<file path="src/rtl/spi_mem_bridge_if.sv">
// Memory/register bus between spi_mem_bridge (master) and the video core (slave).
`timescale 1ns / 1ps

interface spi_mem_bridge_if #(
  parameter int unsigned ADDR_W = 15,
  parameter int unsigned CTRL_W = 7
) ();
  logic [CTRL_W-1:0] ctrl;
  logic [ADDR_W-1:0] addr;
  logic [7:0]        wdata;
  logic              wr_en;
  logic              rd_en;
  logic [7:0]        rdata;

  modport master (output ctrl, addr, wdata, wr_en, rd_en, input rdata);
  modport slave  (input ctrl, addr, wdata, wr_en, rd_en, output rdata);
endinterface

</file>
<file path="src/rtl/spi_mem_bridge.sv">
// Oversampled SPI slave (mode 0) driving a single-clock memory/register bus.
// Read-back is built only when SPI_MEM_BRIDGE_READ_EN is defined.
`timescale 1ns / 1ps

module spi_mem_bridge #(
  parameter int unsigned ADDR_W      = 15,
  parameter int unsigned CTRL_W      = 7,
  parameter int unsigned SYNC_STAGES = 2,
  parameter logic [7:0]  ID_BYTE     = 8'hA0
) (
  input  logic              clk,
  input  logic              rst_n,
  input  logic              sck,
  input  logic              mosi,
  input  logic              ssel,
  output logic              miso,
  output logic              busy,
  spi_mem_bridge_if.master  bus
);

  localparam int unsigned ADDR_BYTES = (ADDR_W + 7) / 8;
  localparam int unsigned ASH_W      = ADDR_BYTES * 8;
  localparam logic [7:0]  LAST_ADDR  = 8'(ADDR_BYTES - 1);

  typedef enum logic [1:0] {StIdle, StCmd, StAddr, StData} state_e;

  logic [SYNC_STAGES-1:0] sck_sync_q, mosi_sync_q, ssel_sync_q;
  logic                   sck_prev_q, ssel_prev_q;
  logic                   sck_s, mosi_s, ssel_s;
  logic                   sck_rise, sck_fall, ssel_fall;

  // ssel history resets low so a select already asserted at reset is ignored
  always_ff @(posedge clk or negedge rst_n) begin
    if (!rst_n) begin
      sck_sync_q  <= '0;
      mosi_sync_q <= '0;
      ssel_sync_q <= '0;
      sck_prev_q  <= 1'b0;
      ssel_prev_q <= 1'b0;
    end else begin
      sck_sync_q  <= {sck_sync_q[SYNC_STAGES-2:0], sck};
      mosi_sync_q <= {mosi_sync_q[SYNC_STAGES-2:0], mosi};
      ssel_sync_q <= {ssel_sync_q[SYNC_STAGES-2:0], ssel};
      sck_prev_q  <= sck_s;
      ssel_prev_q <= ssel_s;
    end
  end

  assign sck_s     = sck_sync_q[SYNC_STAGES-1];
  assign mosi_s    = mosi_sync_q[SYNC_STAGES-1];
  assign ssel_s    = ssel_sync_q[SYNC_STAGES-1];
  assign sck_rise  = sck_s & ~sck_prev_q;
  assign sck_fall  = ~sck_s & sck_prev_q;
  assign ssel_fall = ssel_prev_q & ~ssel_s;

  state_e            state_q;
  logic [2:0]        bit_cnt_q;
  logic [7:0]        rx_q, tx_q;
  logic [7:0]        addr_cnt_q;
  logic [ASH_W-1:0]  addr_sh_q;
  logic [ADDR_W-1:0] addr_q;
  logic [CTRL_W-1:0] ctrl_q;
  logic [7:0]        wdata_q;
  logic              wr_en_q, rd_mode_q, miso_q;
  logic [7:0]        rx_next;
  logic [ASH_W-1:0]  addr_asm;

  assign rx_next  = {rx_q[6:0], mosi_s};
  assign addr_asm = ASH_W'({addr_sh_q, rx_next});

`ifdef SPI_MEM_BRIDGE_READ_EN
  logic rd_en_q, rd_pend_q;
`else
  logic rdata_unused;
  assign rdata_unused = ^bus.rdata;
`endif

  always_ff @(posedge clk or negedge rst_n) begin
    if (!rst_n) begin
      state_q    <= StIdle;
      bit_cnt_q  <= 3'd0;
      rx_q       <= 8'h00;
      tx_q       <= ID_BYTE;
      addr_cnt_q <= 8'h00;
      addr_sh_q  <= '0;
      addr_q     <= '0;
      ctrl_q     <= '0;
      wdata_q    <= 8'h00;
      wr_en_q    <= 1'b0;
      rd_mode_q  <= 1'b0;
      miso_q     <= 1'b0;
`ifdef SPI_MEM_BRIDGE_READ_EN
      rd_en_q    <= 1'b0;
      rd_pend_q  <= 1'b0;
`endif
    end else begin
      wr_en_q <= 1'b0;
      miso_q  <= (state_q == StIdle) ? 1'b0 : tx_q[7];
`ifdef SPI_MEM_BRIDGE_READ_EN
      rd_en_q   <= 1'b0;
      rd_pend_q <= rd_en_q;
`endif
      if (wr_en_q) addr_q <= addr_q + ADDR_W'(1);
      // The trailing fall after bit 8 must not shift: the next byte's MSB is already loaded
      if (sck_fall && state_q != StIdle && bit_cnt_q != 3'd0) tx_q <= {tx_q[6:0], 1'b0};

      case (state_q)
        StIdle: begin
          if (ssel_fall) begin
            state_q   <= StCmd;
            bit_cnt_q <= 3'd0;
            tx_q      <= ID_BYTE;
          end
        end
        default: begin
          if (ssel_s) begin
            state_q <= StIdle;
          end else if (sck_rise) begin
            rx_q      <= rx_next;
            bit_cnt_q <= bit_cnt_q + 3'd1;
            if (bit_cnt_q == 3'd7) begin
              tx_q <= ID_BYTE;
              case (state_q)
                StCmd: begin
                  ctrl_q     <= rx_next[CTRL_W-1:0];
                  rd_mode_q  <= rx_next[7];
                  addr_cnt_q <= 8'h00;
                  addr_sh_q  <= '0;
                  state_q    <= StAddr;
                end
                StAddr: begin
                  addr_sh_q <= addr_asm;
                  if (addr_cnt_q == LAST_ADDR) begin
                    addr_q  <= ADDR_W'(addr_asm);
                    state_q <= StData;
`ifdef SPI_MEM_BRIDGE_READ_EN
                    if (rd_mode_q) rd_en_q <= 1'b1;
`endif
                  end else begin
                    addr_cnt_q <= addr_cnt_q + 8'd1;
                  end
                end
                default: begin
                  if (!rd_mode_q) begin
                    wdata_q <= rx_next;
                    wr_en_q <= 1'b1;
                  end
`ifdef SPI_MEM_BRIDGE_READ_EN
                  else begin
                    rd_en_q <= 1'b1;
                  end
`endif
                end
              endcase
            end
          end
        end
      endcase

`ifdef SPI_MEM_BRIDGE_READ_EN
      // rdata is valid the cycle after rd_en; load it and step to the prefetch address
      if (rd_pend_q) begin
        tx_q   <= bus.rdata;
        addr_q <= addr_q + ADDR_W'(1);
      end
`endif
    end
  end

  assign miso      = miso_q;
  assign busy      = (state_q != StIdle);
  assign bus.ctrl  = ctrl_q;
  assign bus.addr  = addr_q;
  assign bus.wdata = wdata_q;
  assign bus.wr_en = wr_en_q;
`ifdef SPI_MEM_BRIDGE_READ_EN
  assign bus.rd_en = rd_en_q;
`else
  assign bus.rd_en = 1'b0;
`endif

endmodule

</file>
<file path="src/flat_wrapper.sv">
// flat-port wrapper written by rule: the top's interface ports become plain ports
module spi_mem_bridge_flat 
#(
  parameter int unsigned ADDR_W      = 15,
  parameter int unsigned CTRL_W      = 7,
  parameter int unsigned SYNC_STAGES = 2,
  parameter logic [7:0]  ID_BYTE     = 8'hA0
)
  (clk, rst_n, sck, mosi, ssel, miso, busy, bus_ctrl, bus_addr, bus_wdata, bus_wr_en, bus_rd_en, bus_rdata);
  spi_mem_bridge_if #(.ADDR_W(ADDR_W), .CTRL_W(CTRL_W)) bus_i ();
  input  logic clk;
  input  logic rst_n;
  input  logic sck;
  input  logic mosi;
  input  logic ssel;
  output logic miso;
  output logic busy;
  output wire logic [$bits(bus_i.ctrl)-1:0] bus_ctrl;
  output wire logic [$bits(bus_i.addr)-1:0] bus_addr;
  output wire logic [$bits(bus_i.wdata)-1:0] bus_wdata;
  output wire logic [$bits(bus_i.wr_en)-1:0] bus_wr_en;
  output wire logic [$bits(bus_i.rd_en)-1:0] bus_rd_en;
  input wire logic [$bits(bus_i.rdata)-1:0] bus_rdata;
  assign bus_ctrl = bus_i.ctrl;
  assign bus_addr = bus_i.addr;
  assign bus_wdata = bus_i.wdata;
  assign bus_wr_en = bus_i.wr_en;
  assign bus_rd_en = bus_i.rd_en;
  assign bus_i.rdata = bus_rdata;
  spi_mem_bridge #(.ADDR_W(ADDR_W), .CTRL_W(CTRL_W), .SYNC_STAGES(SYNC_STAGES), .ID_BYTE(ID_BYTE)) u_core (.clk(clk), .rst_n(rst_n), .sck(sck), .mosi(mosi), .ssel(ssel), .miso(miso), .busy(busy), .bus(bus_i));
endmodule
</file>
<file path="config.mk">
export PLATFORM = sky130hd
export DESIGN_NAME = spi_mem_bridge_flat
export DESIGN_NICKNAME = d
export VERILOG_FILES = /design/src/rtl/spi_mem_bridge_if.sv /design/src/rtl/spi_mem_bridge.sv /design/src/flat_wrapper.sv
export SDC_FILE = /design/constraint.sdc
export NUM_CORES = 1
export LEC_CHECK = 0
export ABC_AREA = 1
export BUFFER_PORTS_ARGS = -buffer_cell sky130_fd_sc_hd__buf_4
export CELL_PAD_IN_SITES_DETAIL_PLACEMENT = 1
export CELL_PAD_IN_SITES_GLOBAL_PLACEMENT = 1
export CORE_MARGIN = 1
export CORE_UTILIZATION = 40
export CTS_CLUSTER_DIAMETER = 120
export DETAILED_ROUTE_END_ITERATION = 16
export GPL_TIMING_DRIVEN = 0
export HOLD_SLACK_MARGIN = 0.05
export PLACE_DENSITY = 0.74
export SETUP_SLACK_MARGIN = 0.15
export SLEW_MARGIN = 20
export SYNTH_ARGS = -nofsm -noshare
export SYNTH_HDL_FRONTEND = slang
export SYNTH_SLANG_ARGS = --single-unit
</file>
<file path="constraint.sdc">
create_clock -name clk -period 2.3 [get_ports clk]
set_clock_uncertainty 0.05 [all_clocks]
set_input_delay 0.46 -clock clk [delete_from_list [all_inputs] [get_ports clk]]
set_output_delay 0.46 -clock clk [all_outputs]
set_load 0.1 [all_outputs]
</file>
Word level (Yosys, flattened, before mapping). Index checks and enable logic that the tools add are counted.

Register bits after elaboration: 76. Word-level logic and storage cells: 89.

$add $sub $neg: 3. Eq/ne operators: 8. Multiplexer cells: 34. Bitwise gates (word level): 9. Reductions and logical operators: 18.

Operators by type and width (count): $mux 15 (7); $mux 8 (7); $pmux 8 s2 (1); $add 15x1->15 const B (1); $reduce_and 5->1 (3); $pmux 7 s2 (1); $mux 2 (6); $mux 3 (4); $reduce_and 6->1 (2); $reduce_bool 3->1 (3); $add 8x1->8 const B (1); $eq 8x1->1 const B (1); $mux 1 (7); $not 1->1 (6); $reduce_and 3->1 (2); $reduce_bool 2->1 (3); $ne 2x2->1 const B (2); $ne 4x1->1 const B (1); $pmux 2 s2 (1); $reduce_bool 4->1 (1); $add 3x1->3 const B (1); $and 1x1->1 (3); $eq 3x3->1 const B (1); $eq 2x1->1 const B (1); 5 further kinds (6).

Depth between registers and ports, before layout. Gate-level depths: netlist of run 1.

Word-level depth: 9. Mapped depth: 11. Mapped depth without buffers: 10.

Worst setup path before layout of run 1. Ideal clock, no wire load.

Path kind: reg2reg. From: reg u_core.wr_en_q (netlist: u_core.bus.wr_en). To: reg u_core.addr_q[7] (netlist: u_core.bus.addr[7]). Setup time: 0.120 ns. Arrival: 2.024 ns. Required time: 2.130 ns. Path slack: 0.106 ns. Cell stages (with the launch flop): 9. Period minus slack after synthesis: 2.194 ns. Cell sequence: dfrtp_1 clkbuf_2 nand3_1 nor2_1 nand3_1 nand2_1 nand2_1 o21ai_0 inv_1.

Longest elaborated chain between the ends: 7.

Ends and longest elaborated chain: from (decl) (RTL line spi_mem_bridge.sv:64) `logic wr_en_q, rd_mode_q, miso_q;`; from (signal assigned) (RTL line spi_mem_bridge.sv:89) `wr_en_q <= 1'b0;`; from (signal assigned) (RTL line spi_mem_bridge.sv:97) `wr_en_q <= 1'b0;`; from (signal assigned) (RTL line spi_mem_bridge.sv:146) `wr_en_q <= 1'b1;`; $mux 15 * (RTL line spi_mem_bridge.sv:103) `if (wr_en_q) addr_q <= addr_q + ADDR_W'(1);`; $mux 15 (RTL line spi_mem_bridge.sv:133) `if (addr_cnt_q == LAST_ADDR) begin`; $mux 15 (RTL line spi_mem_bridge.sv:123) `case (state_q)`; $mux 15 (RTL line spi_mem_bridge.sv:121) `if (bit_cnt_q == 3'd7) begin`; $mux 15 (RTL line spi_mem_bridge.sv:118) `end else if (sck_rise) begin`; $mux 15 (RTL line spi_mem_bridge.sv:116) `if (ssel_s) begin`; $mux 15 * (RTL line spi_mem_bridge.sv:107) `case (state_q)`; to (signal assigned) (RTL line spi_mem_bridge.sv:103); to (signal assigned) (RTL line spi_mem_bridge.sv:134) `addr_q <= ADDR_W'(addr_asm);`; to (decl) (RTL line spi_mem_bridge.sv:61) `logic [ADDR_W-1:0] addr_q;`.

Mark *: on every way between the ends. The rest lies on a longest branch, timed or not. A chain may end at the register's enable or synchronous reset.

Worst setup path after layout of run 1.
From: reg u_core.state_q[0]. To: out busy.

Longest elaborated chain between the ends: 1.

Ends and longest elaborated chain: from (decl) (RTL line spi_mem_bridge.sv:56) `state_e state_q;`; from (signal assigned) (RTL line spi_mem_bridge.sv:80) `state_q <= StIdle;`; from (signal assigned) (RTL line spi_mem_bridge.sv:110) `state_q <= StCmd;`; from (signal assigned) (RTL line spi_mem_bridge.sv:117) `state_q <= StIdle;`; $reduce_bool 2->1 (RTL line spi_mem_bridge.sv:171) `assign busy = (state_q != StIdle);`; to (decl) (RTL line flat_wrapper.sv:17) `output logic busy;`.

No other way between the ends.

==> key figures, run 1 <==
Setup path
  • Kind of critical path: reg -> out
  • Critical path startpoint category: flip-flop
  • CP startpoint: u_core.state_q[0]
  • CP max FO: 9
  • Critical Path AT: 1.53 ns
  • Worst EP required: 1.79 ns
  • Reg2Reg Depth: 10
  • Crit. End Element: output port
  • Worst R2R Start: u_core.state_q[0]

Logic synthesis
  • Async set or reset register ratio after synthesis: 100%
  • Syn Inst Count: 421
  • Area leader, netlist: dfrtp_1
  • Yosys top cell area share: 51.4%
  • Post-synth EDFFs: 0
  • Area contributors post-synth: dfrtp_1 (51%), nand2_1 (11%), o21ai_0 (6.8%), inv_1 (6.5%), nand3_1 (5.0%)
  • Mean Syn Cell Area: 8.56 um2
  • Library cells used by synthesis: 33
  • Seq/Total Area, Yosys: 52.9%
  • Most common cell in the netlist: nand2_1
  • Primary FF master, synth: dfrtp_1
  • Yosys warns: 0
  • Post-Syn Area: between 0.003 and 0.004 mm2
  • Post-Synthesis Net Count: 443
  • Number of synthesized register bits: 76
  • Leading cell types by count after synthesis: nand2_1 (102), dfrtp_1 (74), inv_1 (62), o21ai_0 (49), nand3_1 (36)

Min path
  • Hold WC Path Type: in -> reg
  • WHS Path Cells: 1
  • HP Start: mosi

Final layout
  • Antenna Diode Count: 0
  • Multi-input logic area: approximately 0.0014 mm2
  • Filler cell count: 1072
  • P&R area growth vs syn: 18.3%
  • Sequential cell area: 0.00191 mm2
  • Final Non-Filler Cells: 585
  • Layout cell share with drive strength beyond 1: around 17%
  • Nets: 494

Global routing
  • First-pass GRT wire length: 15000 um
  • Total GRT Usage: 19.9%
  • Grt total ovfl: 0
  • Antenna violations before repair: 0
  • Largest net degree at the start of global routing: 77
  • Vias in the first global route: 3058

Power and ir drop
  • Worst-case vdd ir drop: ~0.56 mV
  • Pwr dens: 763 mW/mm2
  • P_leak: between 2 and 2.5 nW

Drt
  • 1st-pass router iterations: 4
  • Residual DRC: 0
  • Routed via count: 2948
  • Post-DRT Antenna Nets: 0
  • WL final: 8670 um
  • Average wire per standard cell: 14.8 um
  • Initial DRC Count: 104
  • Via density: 5.04

STA
  • Max Clk Rate: 491 MHz
  • Tcrit/Tclk final: around nine tenths
  • Setup TNS: 0 ns
  • Worst-Margin Slew: roughly 0.98 ns
  • Slew HR: 34.4%
  • Hold Violations, Final: 0
  • Min cycle time layout: 2.04 ns
  • Fin. max-slew vios: 0
  • Unrepaired setup endpoints after global routing: yes
  • # setup viols final: 0

Floorplan
  • Initial Util: 41.3%
  • Core area: 0.00872 mm2
  • # IOs: 47
  • Chip Width: a little under 100 um
  • Die height: 96.9 um
  • Area of the die: around 0.0094 mm2
  • Num rows: 34

Clock network
  • H-tree levels: 3
  • TritonCTS clock tree: done
  • Max clock buf depth: 2
  • Clk sinks: 76
  • CTS buffer count: 9
  • Clock Root Buffer: clkbuf_8
  • Clock slew at reported path FFs: 0.09 ns
  • Latest clock arrival within the worst-skew pair: 0.35 ns

Placed design
  • Hpwl dp: between 6000 and 7000 um
  • Gpl congestion: between 0.7 and 0.8
  • PortBufs: 37
  • Post-Place Cells: 566

Status
  • Outcome: complete, no violations

Run
  • Max-cap viol count: 0
## area by class of cell
class	instances	share of cell area, %
buffer	9	1.20
clock buffer	10	3.23
clock inverter	6	1.64
inverter	64	5.69
multi-input combinational	272	33.3
sequential	76	44.7
tap	108	3.17
timing repair buffer	40	7.04
## worst max-delay path, cell delays in order (launching register included)
cell and delay [ns]:
dfrtp_1 0.37, inv_1 0.08, ha_2 0.24, inv_2 0.17
buf_4 0.32
## registers in the layout, indices dropped and copies added (netlist names), 3 cells and up
register,cells
u_core.addr_cnt_q,8
u_core.addr_sh_q,7
u_core.bit_cnt_q,3
u_core.bus.addr,15
u_core.bus.ctrl,7
u_core.bus.wdata,8
u_core.rx_q,7
u_core.tx_q,8
## stage by stage
stage	power (W)	instance area, um2	worst slack (ns)	hold slack [ns]	utilization [%]
global placement	0.00216	4020	0.180	0.285	46.1
detailed placement	0.00220	4020	0.105	0.286	46.1
global route	0.00341	4260	0.144	0.132	48.9
floorplan	0.00199	3600	0.226	0.114	-
CTS	0.00328	4250	0.148	0.139	48.8
finish	0.00325	4260	0.264	0.152	48.9
## worst paths after layout
check	to	slack, ns
setup / recovery	busy	0.26
hold / removal	u_core.mosi_sync_q[0]	0.15
setup reg to reg	u_core.bus.wdata[1]	0.33
hold reg to reg	u_core.sck_sync_q[1]	0.30
max in group asynchronous	u_core.bus.wr_en	1.33
min in group asynchronous	u_core.bus.addr[4]	0.20
## per-layer routing
layer  vias up  track usage [%]  share of wire (%)
li1       1441                -                  -
met1      1460             26.8                 49
met2        38             32.5                 48
met3         9             4.05                2.6
met4         0             5.51                1.2
met5         -                0                  0
## cells by family (layout without fill, tap and decap cells)
logic type | after synthesis | in the layout | share of synthesized area (%)
AO/OA/AOI/OAI | 60 | 60 | 8.72
XOR/XNOR | 11 | 11 | 2.67
adder cells (fa/ha/maj) | 9 | 9 | 3.13
buffers and inverters | 73 | 129 | 8.13
flip-flops | 76 | 76 | 52.9
multiplexers | 3 | 3 | 0.834
other | 1 | 1 | 0.104
AND/OR/NAND/NOR | 188 | 188 | 23.6
## power by group
part           leakage [nW]  internal [W]  switching (W)  total [W]
Clock                 0.107      0.000541       0.000535    0.00108
Sequential             1.02       0.00146       0.000111    0.00157
Combinational          1.06      0.000156       0.000453   0.000609
## placed cells by master, fill, tap and decap left out, drive strengths merged, types with 14 or more instances in the layout
| master | Yosys | layout |
|---|---|---|
| buf | 5 | 45 |
| clkbuf | 4 | 14 |
| dfrtp | 74 | 74 |
| inv | 64 | 66 |
| nand2 | 103 | 103 |
| nand3 | 37 | 37 |
| nor2 | 33 | 33 |
| o21ai | 52 | 52 |
## timing repair
action,in CTS,in global routing
resized for setup,3,4
pin swaps,1,1
setup buffers,3,0
endpoints found under the setup margin,10,31
hold buffers,0,0
hold endpoints to repair,0,0
(Power assumes the default switching activity.)
==> inputs of run 2 (changes only) <==
--- a/config.mk
+++ b/config.mk
@@ -6,16 +6,18 @@
 export NUM_CORES = 1
 export LEC_CHECK = 0
 export ABC_AREA = 1
-export BUFFER_PORTS_ARGS = -buffer_cell sky130_fd_sc_hd__buf_4
 export CELL_PAD_IN_SITES_DETAIL_PLACEMENT = 1
 export CELL_PAD_IN_SITES_GLOBAL_PLACEMENT = 1
 export CORE_MARGIN = 1
 export CORE_UTILIZATION = 40
 export CTS_CLUSTER_DIAMETER = 120
+export CTS_CLUSTER_SIZE = 25
 export DETAILED_ROUTE_END_ITERATION = 16
+export DONT_BUFFER_PORTS = 1
 export GPL_TIMING_DRIVEN = 0
 export HOLD_SLACK_MARGIN = 0.05
-export PLACE_DENSITY = 0.74
+export PLACE_DENSITY = 0.68
+export RECOVER_POWER = 100
 export SETUP_SLACK_MARGIN = 0.15
 export SLEW_MARGIN = 20
 export SYNTH_ARGS = -nofsm -noshare
==> run 2 against run 1 <==
Against the previous run:
- the flow now finishes with violations (negative hold slack)
- register-to-register slack got worse by 0.11 ns
- fmax decreased by 2.1%
- global-route usage about the same
- routed wire length decreased by 3.7%
- sequential share of layout area increased by 3.0 points
- clock power about the same
- via count decreased by 5.0%
- die area unchanged
- cell count decreased by 5.8%
- combinational power decreased by 22%
- largest cell class unchanged
==> key figures, run 2 (synthesis results as in run 1) <==
Status
  • Outcome: complete, but fails checks
  • Failing checks: negative hold slack

Setup path
  • RR Endpoint: u_core.bus.addr[9]
  • Worst EP required: 2.50 ns (+0.71 ns)
  • Max stage delay cell, worst path: dfrtp_1
  • Critical Path AT: 2.28 ns (+0.75 ns)
  • Crit. End Element: flip-flop
  • CP cell instances: nand2_1 -> nor3_1 -> nand2_1 -> xor2_1 -> nand2_1 -> o21ai_1
  • Most frequent CP cell: nand2_1
  • Reg2Reg Depth: 6 (-4)
  • Kind of critical path: reg -> reg
  • Critical path startpoint category: flip-flop
  • Max incr delay on CP: 1.00 ns (+0.63 ns)
  • CP max FO: 4 (-5)
  • Worst R2R Start: u_core.bus.addr[6]
  • Slack of the worst reg-to-reg path: 0.22 ns (-0.11 ns)

Clock network
  • TritonCTS clock tree: done
  • Clock Root Buffer: clkbuf_8
  • Clock slew at reported path FFs: 0.09 ns (about the same)
  • Max clock buf depth: 2 (unchanged)
  • H-tree levels: 3 (unchanged)
  • Clk sinks: 76 (unchanged)
  • CTS buffer count: 9 (unchanged)
  • Latest clock arrival within the worst-skew pair: 0.36 ns (about the same)

Power and ir drop
  • Worst-case vdd ir drop: 0.445 mV (-21%)
  • P_sw: 0.00105 W (-4.3%)
  • Switching part of the total: 33.1% (-0.72 points)
  • Combinational Power Share: 14.9% (-3.8 points)
  • Cell Int Power: 0.00213 W (-1.2%)
  • P_leak: 1.99 nW (-9.1%)
  • Final Power: 0.00318 W (-2.2%)
  • Clock power frac: 33.8% (+0.7 points)
  • Register share of total power: 51.3% (+3.1 points)
  • Pwr dens: 789 mW/mm2 (+3.3%)

Global routing
  • Global routing usage on met2: 31.8% (-0.70 points)
  • Total GRT Usage: 19.9% (about the same)
  • Vias in the first global route: 2983 (-2.5%)
  • First-pass GRT wire length: 14900 um (-0.28%)
  • GRT met3 Usage: 3.83% (-0.22 points)
  • Antenna violations before repair: 0 (unchanged)
  • Most used routing layer: met2
  • Grt total ovfl: 0 (unchanged)
  • Largest net degree at the start of global routing: 77 (unchanged)
  • GR Util met1: 26.5% (-0.29 points)

Min path
  • Hold WC Path Type: in -> async

STA
  • Worst-Margin Slew: 0.983 ns (-0.00180 ns)
  • Hold Violations, Final: 76 (+76)
  • Max Clk Rate: 481 MHz (-2.1%)
  • Unrepaired setup endpoints after global routing: no
  • # setup viols final: 0 (unchanged)
  • Fin. max-slew vios: 0 (unchanged)
  • Tcrit/Tclk final: 90.4% (+1.9 points)
  • Slew HR: 34.5% (+0.12 points)
  • WHS: -0.260 ns (-0.412 ns)
  • Min cycle time layout: 2.08 ns (+0.0432 ns)

Floorplan
  • Core area: 0.00872 mm2 (unchanged)
  • Num rows: 34 (unchanged)
  • Chip Width: 96.9 um (unchanged)
  • Initial Util: 41.3% (unchanged)
  • Die height: 96.9 um (unchanged)
  • # IOs: 47 (unchanged)
  • Area of the die: 0.00939 mm2 (unchanged)

Final layout
  • Most frequent cells in the layout: nand2_1 (100), dfrtp_1 (65), inv_1 (62)
  • Antenna Diode Count: 0 (unchanged)
  • Max reg flops: 15 (unchanged)
  • Layout cell share with drive strength beyond 1: 11.3% (-5.9 points)
  • Sequential cell area: 0.00192 mm2 (+0.92%)
  • Nets: 460 (-6.9%)
  • Filler cell count: 1048 (-2.2%)
  • Multi-input logic area: 0.00143 mm2 (+0.44%)
  • P&R area growth vs syn: 11.9%
  • Commonest non-fill, non-tap cell in the layout: nand2_1
  • Post-layout util: 46.2% (-2.6 points)

Placed design
  • Hpwl dp: 5900 um (-5.3%)
  • PortBufs: 0 (-100%)
  • Gpl congestion: 0.724 (-5.4%)

Drt
  • WL final: 8350 um (-3.7%)
  • Via density: 5.08 (+0.84%)
  • Routed via count: 2800 (-5.0%)
  • Average wire per standard cell: 15.2 um (+2.3%)
  • Initial DRC Count: 105 (+0.96%)
  • Post-DRT Antenna Nets: 0 (unchanged)
  • Residual DRC: 0 (unchanged)
  • 1st-pass router iterations: 4 (unchanged)

Run
  • Max-cap viol count: 0 (unchanged)
==> run 2: cell count changes in the layout (fill, tap and decap cells not counted), moves of 3 or more <==
| cell | delta |
|---|---|
| dfrtp_2 | +5 |
| dfrtp_1 | -8 |
| clkbuf_1 | +3 |
| buf_4 | -39 |
| dlygate4sd3_1 | +3 |
| dfrtp_4 | +3 |
==> run 2: final cells by class <==
class / instances / share of cell area [%]
sequential: 76 / 47.7
multi-input combinational: 272 / 35.4
inverter: 64 / 6.08
clock buffer: 10 / 3.41
tap: 108 / 3.35
clock inverter: 6 / 1.74
buffer: 9 / 1.24
timing repair buffer: 6 / 1.12
==> run 2: what timing repair did <==
action                                  in CTS  in global routing
pin swaps                                    1                  1
endpoints found under the setup margin      26                 41
gates resized for setup                      9                 15
hold endpoints to repair                    76                 79
setup buffers                                2                  1
==> run 2: per-stage QoR <==
stage | TNS (ns) | hold slack [ns] | cell area (um2) | std cells | setup WS [ns]
final | 0 | -0.260 | 4030 | 551 | 0.221
after global routing | 0 | -0.279 | 4030 | 551 | 0.0852
after CTS | 0 | -0.280 | 3980 | 547 | 0.150
after detailed placement | -0.00497 | 0.117 | 3740 | 529 | -0.00497
after global placement | 0 | 0.117 | 3740 | 529 | 0.0224
after floorplan | 0 | 0.114 | 3600 | 421 | 0.226
==> run 2: power by group through the flow <==
stage                     sequential (W)  clock, W  combinational [W]
after floorplan                  0.00162         0           0.000368
after global placement           0.00166         0           0.000453
after detailed placement         0.00166         0           0.000463
after CTS                        0.00164   0.00110           0.000483
after global routing             0.00165   0.00115           0.000545
final                            0.00163   0.00107           0.000475
==> run 2: worst max-delay path, delay by kind of cell (launching register included) <==
family                    cells  cell delay [ns]
AOI/OAI and AO/OA             1             0.07
DFF                           1             1.00
xor gates and xnor gates      1             0.15
and+or+nand+nor               4             0.69
==> run 2: how the worst max path moves through the flow <==
stage / cells past startpoint / slack [ns] / startpoint / endpoint
finish: 6 / 0.22 / u_core.bus.addr[6] / u_core.bus.addr[9]
floorplan: 8 / 0.23 / u_core.bus.addr[0] / u_core.bus.addr[10]
global placement: 6 / 0.02 / u_core.bus.addr[0] / u_core.bus.addr[11]
global route: 10 / 0.09 / u_core.state_q[0] / u_core.bus.wdata[5]
CTS: 9 / 0.15 / u_core.bit_cnt_q[0] / u_core.addr_cnt_q[2]
detailed placement: 7 / -0.005 / u_core.bus.addr[0] / u_core.bus.addr[7]
==> run 2: layer usage <==
metal  wire (um)  part of all wire, %  vias to the layer above
met2        3940                   47                       43
met1        4000                   48                     1373
met3         262                  3.1                       12
li1            -                    -                     1372
met5           0                    0                        -
met4         148                  1.8                        0
